**src/rtl/vga_timing_pkg.sv**
```systemverilog
// Default 640x480@60 timing constants and frame-size helpers for the scan generator.
package vga_timing_pkg;

  localparam int unsigned DEF_H_ACTIVE = 640;
  localparam int unsigned DEF_H_FP     = 16;
  localparam int unsigned DEF_H_SYNC   = 96;
  localparam int unsigned DEF_H_BP     = 48;
  localparam int unsigned DEF_V_ACTIVE = 480;
  localparam int unsigned DEF_V_FP     = 10;
  localparam int unsigned DEF_V_SYNC   = 2;
  localparam int unsigned DEF_V_BP     = 33;
  localparam int unsigned DEF_CLK_DIV  = 2;
  localparam int unsigned DEF_PIPE     = 1;

  // Coordinate width and the largest line/frame length it can represent.
  localparam int unsigned CNT_W   = 10;
  localparam int unsigned CNT_MAX = 1024;

  function automatic int unsigned h_total(input int unsigned active, input int unsigned fp,
                                          input int unsigned sync, input int unsigned bp);
    return active + fp + sync + bp;
  endfunction

  function automatic int unsigned v_total(input int unsigned active, input int unsigned fp,
                                          input int unsigned sync, input int unsigned bp);
    return active + fp + sync + bp;
  endfunction

endpackage

```
**src/rtl/pix_delay_line.sv**
```systemverilog
// Enable-gated shift register used to keep control signals aligned with delayed pixel data.
module pix_delay_line #(
  parameter int unsigned          WIDTH   = 1,
  parameter int unsigned          DEPTH   = 1,
  parameter logic [WIDTH-1:0]     RST_VAL = '0
) (
  input  logic             clk,
  input  logic             rst_n,
  input  logic             en,
  input  logic [WIDTH-1:0] din,
  output logic [WIDTH-1:0] dout
);

  if (DEPTH == 0) begin : g_bypass
    // Zero depth: straight wire, clock/reset/enable intentionally unused.
    logic unused_ctl;
    assign unused_ctl = clk ^ rst_n ^ en;
    assign dout = din;
  end else begin : g_pipe
    logic [WIDTH-1:0] stage [DEPTH];

    // Shift one stage per enabled cycle; reset loads the inactive level everywhere.
    always_ff @(posedge clk) begin
      if (!rst_n) begin
        for (int i = 0; i < DEPTH; i++) stage[i] <= RST_VAL;
      end else if (en) begin
        stage[0] <= din;
        for (int i = 1; i < DEPTH; i++) stage[i] <= stage[i-1];
      end
    end

    assign dout = stage[DEPTH-1];
  end

endmodule

```
**src/rtl/vga_scan_gen.sv**
```systemverilog
// Raster scan timing generator: pixel-rate strobe, coordinates, sync/blank decode and matched-delay controls.
module vga_scan_gen
  import vga_timing_pkg::*;
#(
  parameter int unsigned H_ACTIVE = DEF_H_ACTIVE,
  parameter int unsigned H_FP     = DEF_H_FP,
  parameter int unsigned H_SYNC   = DEF_H_SYNC,
  parameter int unsigned H_BP     = DEF_H_BP,
  parameter int unsigned V_ACTIVE = DEF_V_ACTIVE,
  parameter int unsigned V_FP     = DEF_V_FP,
  parameter int unsigned V_SYNC   = DEF_V_SYNC,
  parameter int unsigned V_BP     = DEF_V_BP,
  parameter int unsigned CLK_DIV  = DEF_CLK_DIV,
  parameter int unsigned PIPE     = DEF_PIPE
) (
  input  logic             clk,
  input  logic             rst_n,
  output logic [CNT_W-1:0] ptx,
  output logic [CNT_W-1:0] pty,
  output logic             pix_en,
  output logic             active,
  output logic             hsync_n,
  output logic             vsync_n,
  output logic             frame_start,
  output logic             active_d,
  output logic             hsync_n_d,
  output logic             vsync_n_d
);

  localparam int unsigned H_TOTAL = h_total(H_ACTIVE, H_FP, H_SYNC, H_BP);
  localparam int unsigned V_TOTAL = v_total(V_ACTIVE, V_FP, V_SYNC, V_BP);
  localparam int unsigned DIV_W   = (CLK_DIV > 1) ? $clog2(CLK_DIV) : 1;
  localparam int unsigned CMP_W   = CNT_W + 1;

  localparam logic [DIV_W-1:0] DIV_LAST  = DIV_W'(CLK_DIV - 1);
  localparam logic [CNT_W-1:0] H_LAST    = CNT_W'(H_TOTAL - 1);
  localparam logic [CNT_W-1:0] V_LAST    = CNT_W'(V_TOTAL - 1);
  // One extra bit so a window ending exactly at 1024 still compares correctly.
  localparam logic [CMP_W-1:0] H_VIS_END = CMP_W'(H_ACTIVE);
  localparam logic [CMP_W-1:0] V_VIS_END = CMP_W'(V_ACTIVE);
  localparam logic [CMP_W-1:0] HS_BEG    = CMP_W'(H_ACTIVE + H_FP);
  localparam logic [CMP_W-1:0] HS_END    = CMP_W'(H_ACTIVE + H_FP + H_SYNC);
  localparam logic [CMP_W-1:0] VS_BEG    = CMP_W'(V_ACTIVE + V_FP);
  localparam logic [CMP_W-1:0] VS_END    = CMP_W'(V_ACTIVE + V_FP + V_SYNC);

  if (H_TOTAL > CNT_MAX || V_TOTAL > CNT_MAX) begin : g_bad_total
    $error("vga_scan_gen: H_TOTAL/V_TOTAL exceed 10-bit coordinate range");
  end
  if (CLK_DIV < 1) begin : g_bad_div
    $error("vga_scan_gen: CLK_DIV must be at least 1");
  end

  logic [DIV_W-1:0] div;
  logic             div_wrap;
  logic [CNT_W-1:0] hcnt, vcnt, hcnt_nx, vcnt_nx;
  logic [CMP_W-1:0] hx, vx;
  logic             h_wrap;
  logic             active_nx, hsync_n_nx, vsync_n_nx, frame_start_nx;
  logic [2:0]       dly_q;

  // Next raster position and the control decode of that position.
  always_comb begin
    div_wrap       = (div == DIV_LAST);
    h_wrap         = (hcnt == H_LAST);
    hcnt_nx        = h_wrap ? '0 : hcnt + CNT_W'(1);
    vcnt_nx        = vcnt;
    if (h_wrap) vcnt_nx = (vcnt == V_LAST) ? '0 : vcnt + CNT_W'(1);
    hx             = {1'b0, hcnt_nx};
    vx             = {1'b0, vcnt_nx};
    active_nx      = (hx < H_VIS_END) && (vx < V_VIS_END);
    hsync_n_nx     = !((hx >= HS_BEG) && (hx < HS_END));
    vsync_n_nx     = !((vx >= VS_BEG) && (vx < VS_END));
    frame_start_nx = (hcnt_nx == '0) && (vcnt_nx == '0);
  end

  // Clock divider, raster counters and registered controls, advanced once per pixel strobe.
  always_ff @(posedge clk) begin
    if (!rst_n) begin
      div         <= '0;
      pix_en      <= 1'b0;
      hcnt        <= '0;
      vcnt        <= '0;
      active      <= 1'b0;
      hsync_n     <= 1'b1;
      vsync_n     <= 1'b1;
      frame_start <= 1'b0;
    end else begin
      div    <= div_wrap ? '0 : div + DIV_W'(1);
      pix_en <= div_wrap;
      if (pix_en) begin
        hcnt        <= hcnt_nx;
        vcnt        <= vcnt_nx;
        active      <= active_nx;
        hsync_n     <= hsync_n_nx;
        vsync_n     <= vsync_n_nx;
        frame_start <= frame_start_nx;
      end
    end
  end

  assign ptx = hcnt;
  assign pty = vcnt;

  // Controls delayed by PIPE pixel ticks to line up with downstream colour stages.
  pix_delay_line #(
    .WIDTH  (3),
    .DEPTH  (PIPE),
    .RST_VAL(3'b011)
  ) u_dly (
    .clk  (clk),
    .rst_n(rst_n),
    .en   (pix_en),
    .din  ({active, hsync_n, vsync_n}),
    .dout (dly_q)
  );

  assign active_d  = dly_q[2];
  assign hsync_n_d = dly_q[1];
  assign vsync_n_d = dly_q[0];

endmodule

```
**config.mk**
```make
export PLATFORM = sky130hd
export DESIGN_NAME = vga_scan_gen
export DESIGN_NICKNAME = d
export VERILOG_FILES = /design/src/rtl/vga_timing_pkg.sv /design/src/rtl/pix_delay_line.sv /design/src/rtl/vga_scan_gen.sv
export SDC_FILE = /design/constraint.sdc
export NUM_CORES = 1
export LEC_CHECK = 0
export BUFFER_PORTS_ARGS = -buffer_cell sky130_fd_sc_hd__buf_2
export CAP_MARGIN = 20
export CORE_UTILIZATION = 45
export CTS_BUF_LIST = sky130_fd_sc_hd__clkbuf_16
export CTS_CLUSTER_SIZE = 12
export DETAILED_ROUTE_END_ITERATION = 12
export GPL_TIMING_DRIVEN = 0
export HOLD_SLACK_MARGIN = 0.02
export PLACE_DENSITY = 0.77
export SLEW_MARGIN = 20
export SYNTH_ARGS = -nofsm -noshare
export SYNTH_HDL_FRONTEND = slang
export SYNTH_SLANG_ARGS = --single-unit
```
**constraint.sdc**
```tcl
create_clock -name clk -period 3.2 [get_ports clk]
set_clock_uncertainty 0.05 [all_clocks]
set_input_delay 0.32 -clock clk [delete_from_list [all_inputs] [get_ports clk]]
set_output_delay 0.32 -clock clk [all_outputs]
set_load 0.01 [all_outputs]
```
==> run metrics, run 1 <==
status=complete, no violations; most instantiated cells after synthesis=29 x nor2_1, 26 x dfxtp_1, 15 x nand2_1; initial antenna violation count=0; count of cell types in the netlist=49; register area share after synthesis=0.335; Syn Inst Count=228; port buffer count=29; RSZ-0062 raised after global routing=false; WL/cell=15.1 um; CP Class=register to register; Final Hold Viols=0; Comb pwr share=0.053; Via Count=1839; largest net degree at the start of global routing=11; area leader, netlist=dfxtp_1; Syn Area/Cell=~8.0 um^2; Post-synth EDFFs=3; switching power=0.192 mW; Clock Path Buffers=2; dpl ws=approximately 600 ps; Initial Util=0.483; CTS buffer count=5; Setup crit start kind=register; crit path cell chain=ha_1 > and4_1 > buf_2 > nand3_2 > clkbuf_1 > o21ai_1 > o211ai_1 > nor4_1 > a31o_1; Die Area=roughly 4300 um^2; Hold Slack=about 270 ps; Max transition margin=0.604; Clk Latency, worst-skew pair=270 ps; initial DRC count=around 130; Core Region=3770 um^2; grt total ovfl=0; final net count=269; die height=65.6 um; minimum clock period=about 2700 ps; uppermost routed layer=met4; Worst Max-Slew Pin Slew=592 ps; DR vias/cell=5.88; DRT Pass-1 Iters=4; HPWL after DPL=3.34 mm; #FFs+latches synth=29; FFs w/ async S/R, synth=0; setup_tns=0 ps; Final GP Congestion=0.893; # rows=22; sequential power share=0.444; area grow syn2layout=18.8%; share of the synthesized area in the top cell type=0.286; WP data required=3370 ps; count leader, synth=nor2_1; Syn Nets=233; post-CTS setup buffer count=0; fin crit share=0.831; drt drc=0; top post-synthesis cells by area=dfxtp_1 29%, nor2_1 6.0%, edfxtp_1 4.9%, xnor2_1 4.3%, a21oi_1 3.8%; Synth Flop Type=dfxtp_1; Slew Viols, Final=0; io pins=30; met3 wire length=262 um; n_diodes=0; WL met2=approximately 2.2 mm; P_int=0.668 mW; clk slew on worst S/H paths=50 ps; GRT Overall Usage=0.239; mapped cell area=1820 um^2; total chip power=0.860 mW; final setup fails=0; wl on met1=2.20 mm; clock power share=0.504; element type at the critical path end=register; fin area=2160 um^2; worst vdd ir=about 0.18 mV; Min-Delay Path Class=input pin to register; global-route wire length before repair=between 7 and 8 mm; CP max-delay cell=dfxtp_1; post-cts sizing count=0; total wire length=4.72 mm; vias in the first global route=roughly 1700; switching portion of total power=0.223; antenna-violating nets left=0; Max Freq=376 MHz; H-Tree Depth=2; crit-path max FO=10; Root Buffer Master=clkbuf_16; number of max-cap violations=0; share of layout cells above drive strength 1=0.185; P per Cell Area=398 nW/um^2; CTS Hold Buffers Added=0; YS warnings=0; dpl cell area=around 2000 um^2; CTS tree=done; Num Clock Sinks=29; CP max stage delay=about 450 ps; Die X=65.6 um; Leak=~0.80 nW; CP Data Arrival Time=2830 ps; setup ws final=541 ps
routing by layer:
| metal | track usage | vias to the layer above |
|---|---|---|
| li1 | - | 899 |
| met1 | 0.319 | 876 |
| met2 | 0.367 | 56 |
| met3 | 0.0469 | 8 |
| met4 | 0.111 | 0 |
| met5 | 0 | - |
flip-flops by register name, summed over array words and instances, names as in the netlist:
signal              cells
hsync_n                 1
ptx                    10
u_dly.g_pipe.stage      3
pty                    10
vsync_n                 1
active                  1
pix_en                  1
div                     1
frame_start             1
worst paths after layout:
path,start,endpoint,slack (ps),cells after the start
worst min register to register,div,div,350,1
worst min-delay path,rst_n,hsync_n,270,2
worst max-delay path,ptx[0],frame_start,540,9
worst max register to register,ptx[0],frame_start,540,9
power by group through the flow:
stage               Clock, mW  Combinational, mW  Sequential [mW]
floorplan                   0             0.0263            0.390
detailed placement          0             0.0447            0.388
finish                  0.433             0.0452            0.381
global route            0.456             0.0491            0.382
CTS                     0.438             0.0449            0.381
global placement            0             0.0438            0.388
cell usage in the layout, fill, tap and decap left out, drive strengths merged, types with 2 or more instances in the layout:
master	Yosys	routed
a31oi	2	2
a21oi	14	14
nor4	3	3
o32ai	2	2
or3	3	3
o211ai	2	2
mux2i	3	3
clkbuf	10	15
or2	3	3
buf	7	36
and2	4	4
nor2	29	29
nor4b	3	3
xor2	3	3
nand3	9	9
or3b	3	3
o21ai	9	9
a311oi	3	3
ha	3	3
dfxtp	26	26
and4	4	4
nand4	11	11
and3	5	5
edfxtp	3	3
nand2	15	15
a21o	5	5
a211o	3	3
nor3	6	6
inv	10	12
xnor2	9	9
a31o	2	2
a211oi	5	5
logic make-up (layout without fill, tap and decap cells):
logic type | Yosys count | count (layout) | synth area share
XOR/XNOR | 12 | 12 | 0.0577
buffers and inverters | 27 | 64 | 0.0632
AND/OR/NAND/NOR | 101 | 101 | 0.304
AO/OA/AOI/OAI | 53 | 53 | 0.203
adder cells (fa/ha/maj) | 3 | 3 | 0.0206
multiplexers | 3 | 3 | 0.0165
flip-flops | 29 | 29 | 0.335
through the flow:
step,std cells,util
after floorplan,228,-
final,313,0.573
after global placement,305,0.537
after detailed placement,305,0.537
after CTS,313,0.573
after global routing,313,0.573
area by class of cell:
cell class | instances | area (um^2)
fill | 360 | 1610
clock inverter | 3 | 11.3
inverter | 10 | 37.5
timing repair buffer | 29 | 145
tap | 48 | 60.1
multi-input combinational | 172 | 1090
buffer | 17 | 77.6
clock buffer | 5 | 125
sequential | 29 | 611
critical path, delay by kind of cell, from the launching register on:
kind	cells	cell delay (ps)
simple gates	3	570
compound gates	3	720
flops	1	450
fa+ha+maj	1	310
buf+inv	2	510
Power figures use the tool's default switching activity.
==> inputs of run 2 (changes only) <==
--- a/config.mk
+++ b/config.mk
@@ -13,7 +13,7 @@
 export DETAILED_ROUTE_END_ITERATION = 12
 export GPL_TIMING_DRIVEN = 0
 export HOLD_SLACK_MARGIN = 0.02
-export PLACE_DENSITY = 0.77
+export PLACE_DENSITY = 0.8
 export SLEW_MARGIN = 20
 export SYNTH_ARGS = -nofsm -noshare
 export SYNTH_HDL_FRONTEND = slang
==> constraint.sdc (replaced) <==
create_clock -name clk -period 2.19 [get_ports clk]
set_clock_uncertainty 0.05 [all_clocks]
set_input_delay 0.219 -clock clk [delete_from_list [all_inputs] [get_ports clk]]
set_output_delay 0.219 -clock clk [all_outputs]
set_load 0.01 [all_outputs]
==> run metrics, run 2 (same netlist as run 1, synthesis figures left out) <==
status=complete, no violations; Core Region=3770 um^2; number of max-cap violations=0; Slew Viols, Final=0; RR Endpoint=active; Leak=slightly below 1 nW; Max transition margin=0.595; Die Area=between 4000 and 5000 um^2; CTS Hold Buffers Added=0; fin crit share=0.971; Hold Slack=170 ps; port buffer count=29; initial antenna violation count=0; minimum clock period=2130 ps; Setup crit start kind=register; drt drc=0; critical path endpoint=active; Min-Delay Path Class=input pin to register; worst vdd ir=0.295 mV; GRT Overall Usage=0.248; RSZ-0062 raised after global routing=true; n_diodes=0; total wire length=around 5.2 mm; grt total ovfl=0; CTS buffer count=5; io pins=30; Num Clock Sinks=29; CP Class=register to register; Clk Latency, worst-skew pair=between 200 and 300 ps; CP max stage delay=500 ps; Critical path origin=ptx[6]; P per Cell Area=511 nW/um^2; CTS tree=done; setup_tns=0 ps; uppermost routed layer=met4; clk slew on worst S/H paths=approximately 50 ps; WL/cell=15.7 um; met3 wire length=349 um; element type at the critical path end=register; Non-Filler Instances=333; crit-path max FO=4; Worst Max-Slew Pin Slew=between 600 and 700 ps; wl on met1=2.28 mm; commonest cells after routing, fill and taps aside=31 x buf_2, 29 x nor2_1, 24 x buf_4; # rows=22; H-Tree Depth=2; initial DRC count=~140; WP data required=2280 ps; Initial Util=0.483; share of layout cells above drive strength 1=0.375; DRT Pass-1 Iters=4; dpl cells=about 310; Fillers=291; Clock Path Buffers=2; largest net degree at the start of global routing=12; Die X=65.6 um; crit path cell chain=nor4b_4 > buf_4 > nand3_4 > or4_4 > and2_4 > a2111oi_4 > o32ai_2; final net count=289; HPWL after DPL=3.28 mm; WL met2=2.52 mm; CP Data Arrival Time=2220 ps; antenna-violating nets left=0; reg-to-reg critical path startpoint=ptx[6]; Via Count=1966; area grow syn2layout=36.9%; Root Buffer Master=clkbuf_16; final setup fails=0; die height=65.6 um; CP max-delay cell=or4_4; Final Hold Viols=0; leading cell type in the layout, fill and taps excluded=buf_2; flop2flop setup slack=60 ps; Final GP Congestion=0.900; Max Freq=470 MHz; DR vias/cell=~6; Reg2Reg Depth=7; vias in the first global route=~1700; global-route wire length before repair=8.03 mm
==> run 2: cell types whose count changed in the layout (fill, tap and decap cells not counted), moves of 3 or more <==
cell / change
buf_2: -3
buf_4: +24
buf_6: +4
clkbuf_1: -7
dfxtp_1: -13
dfxtp_2: +8
dfxtp_4: +5
nor4_1: -3
nor4_2: +3
==> run 2: area by class of cell <==
| class | count | area, um^2 | area share |
|---|---|---|---|
| plain buffers | 11 | 65.1 | 0.0261 |
| inverters | 10 | 37.5 | 0.0151 |
| multi-input cells | 172 | 1200 | 0.482 |
| clock buffers | 5 | 125 | 0.0502 |
| clock inverters | 3 | 11.3 | 0.00452 |
| flip-flops and latches | 29 | 639 | 0.257 |
| repair buffers | 55 | 352 | 0.141 |
| well taps | 48 | 60.1 | 0.0241 |
==> run 2: what timing repair did <==
action,4_1_cts,5_1_grt
endpoints found under the setup margin,13,9
setup buffers,16,10
pin swaps,8,9
hold endpoints to repair,0,0
resized for setup,17,35
==> run 2: worst min path at each step <==
stage / cells past startpoint / slack, ps / to / from
finish: 2 / 170 / hsync_n / rst_n
global route: 2 / 180 / hsync_n / rst_n
CTS: 2 / 180 / hsync_n / rst_n
detailed placement: 1 / 350 / div / div
global placement: 1 / 340 / div / div
floorplan: 1 / 250 / hsync_n / rst_n
==> run 2: metrics by stage <==
stage / utilization / area [um^2] / setup WS [ps] / power, mW
2_1_floorplan: - / 1840 / 7.01 / 0.609
3_3_place_gp: 0.543 / 2050 / -247 / 0.633
3_5_place_dp: 0.543 / 2050 / -272 / 0.636
4_1_cts: 0.614 / 2320 / 0.0249 / 1.27
5_1_grt: 0.661 / 2490 / -8.08 / 1.32
6_report: 0.661 / 2490 / 62.7 / 1.27
==> run 2: worst max-delay path: cells and delay by family, from the launching register on <==
family | cells | cell delay [ps]
simple gates | 4 | 1020
compound gates | 2 | 390
flops | 1 | 340
buf+inv | 1 | 200
==> run 2: report_power, final <==
group | internal [mW] | leakage, nW | switching, mW
Combinational | 0.0405 | 0.646 | 0.0564
Clock | 0.406 | 0.0776 | 0.219
Sequential | 0.542 | 0.243 | 0.00992
Total | 0.989 | 0.967 | 0.285
==> run 2: metal layers <==
layer  up-vias  GRT usage
met2        81      0.384
met5         -          0
met3         9     0.0538
met1       934      0.314
met4         0      0.147
li1        942          -
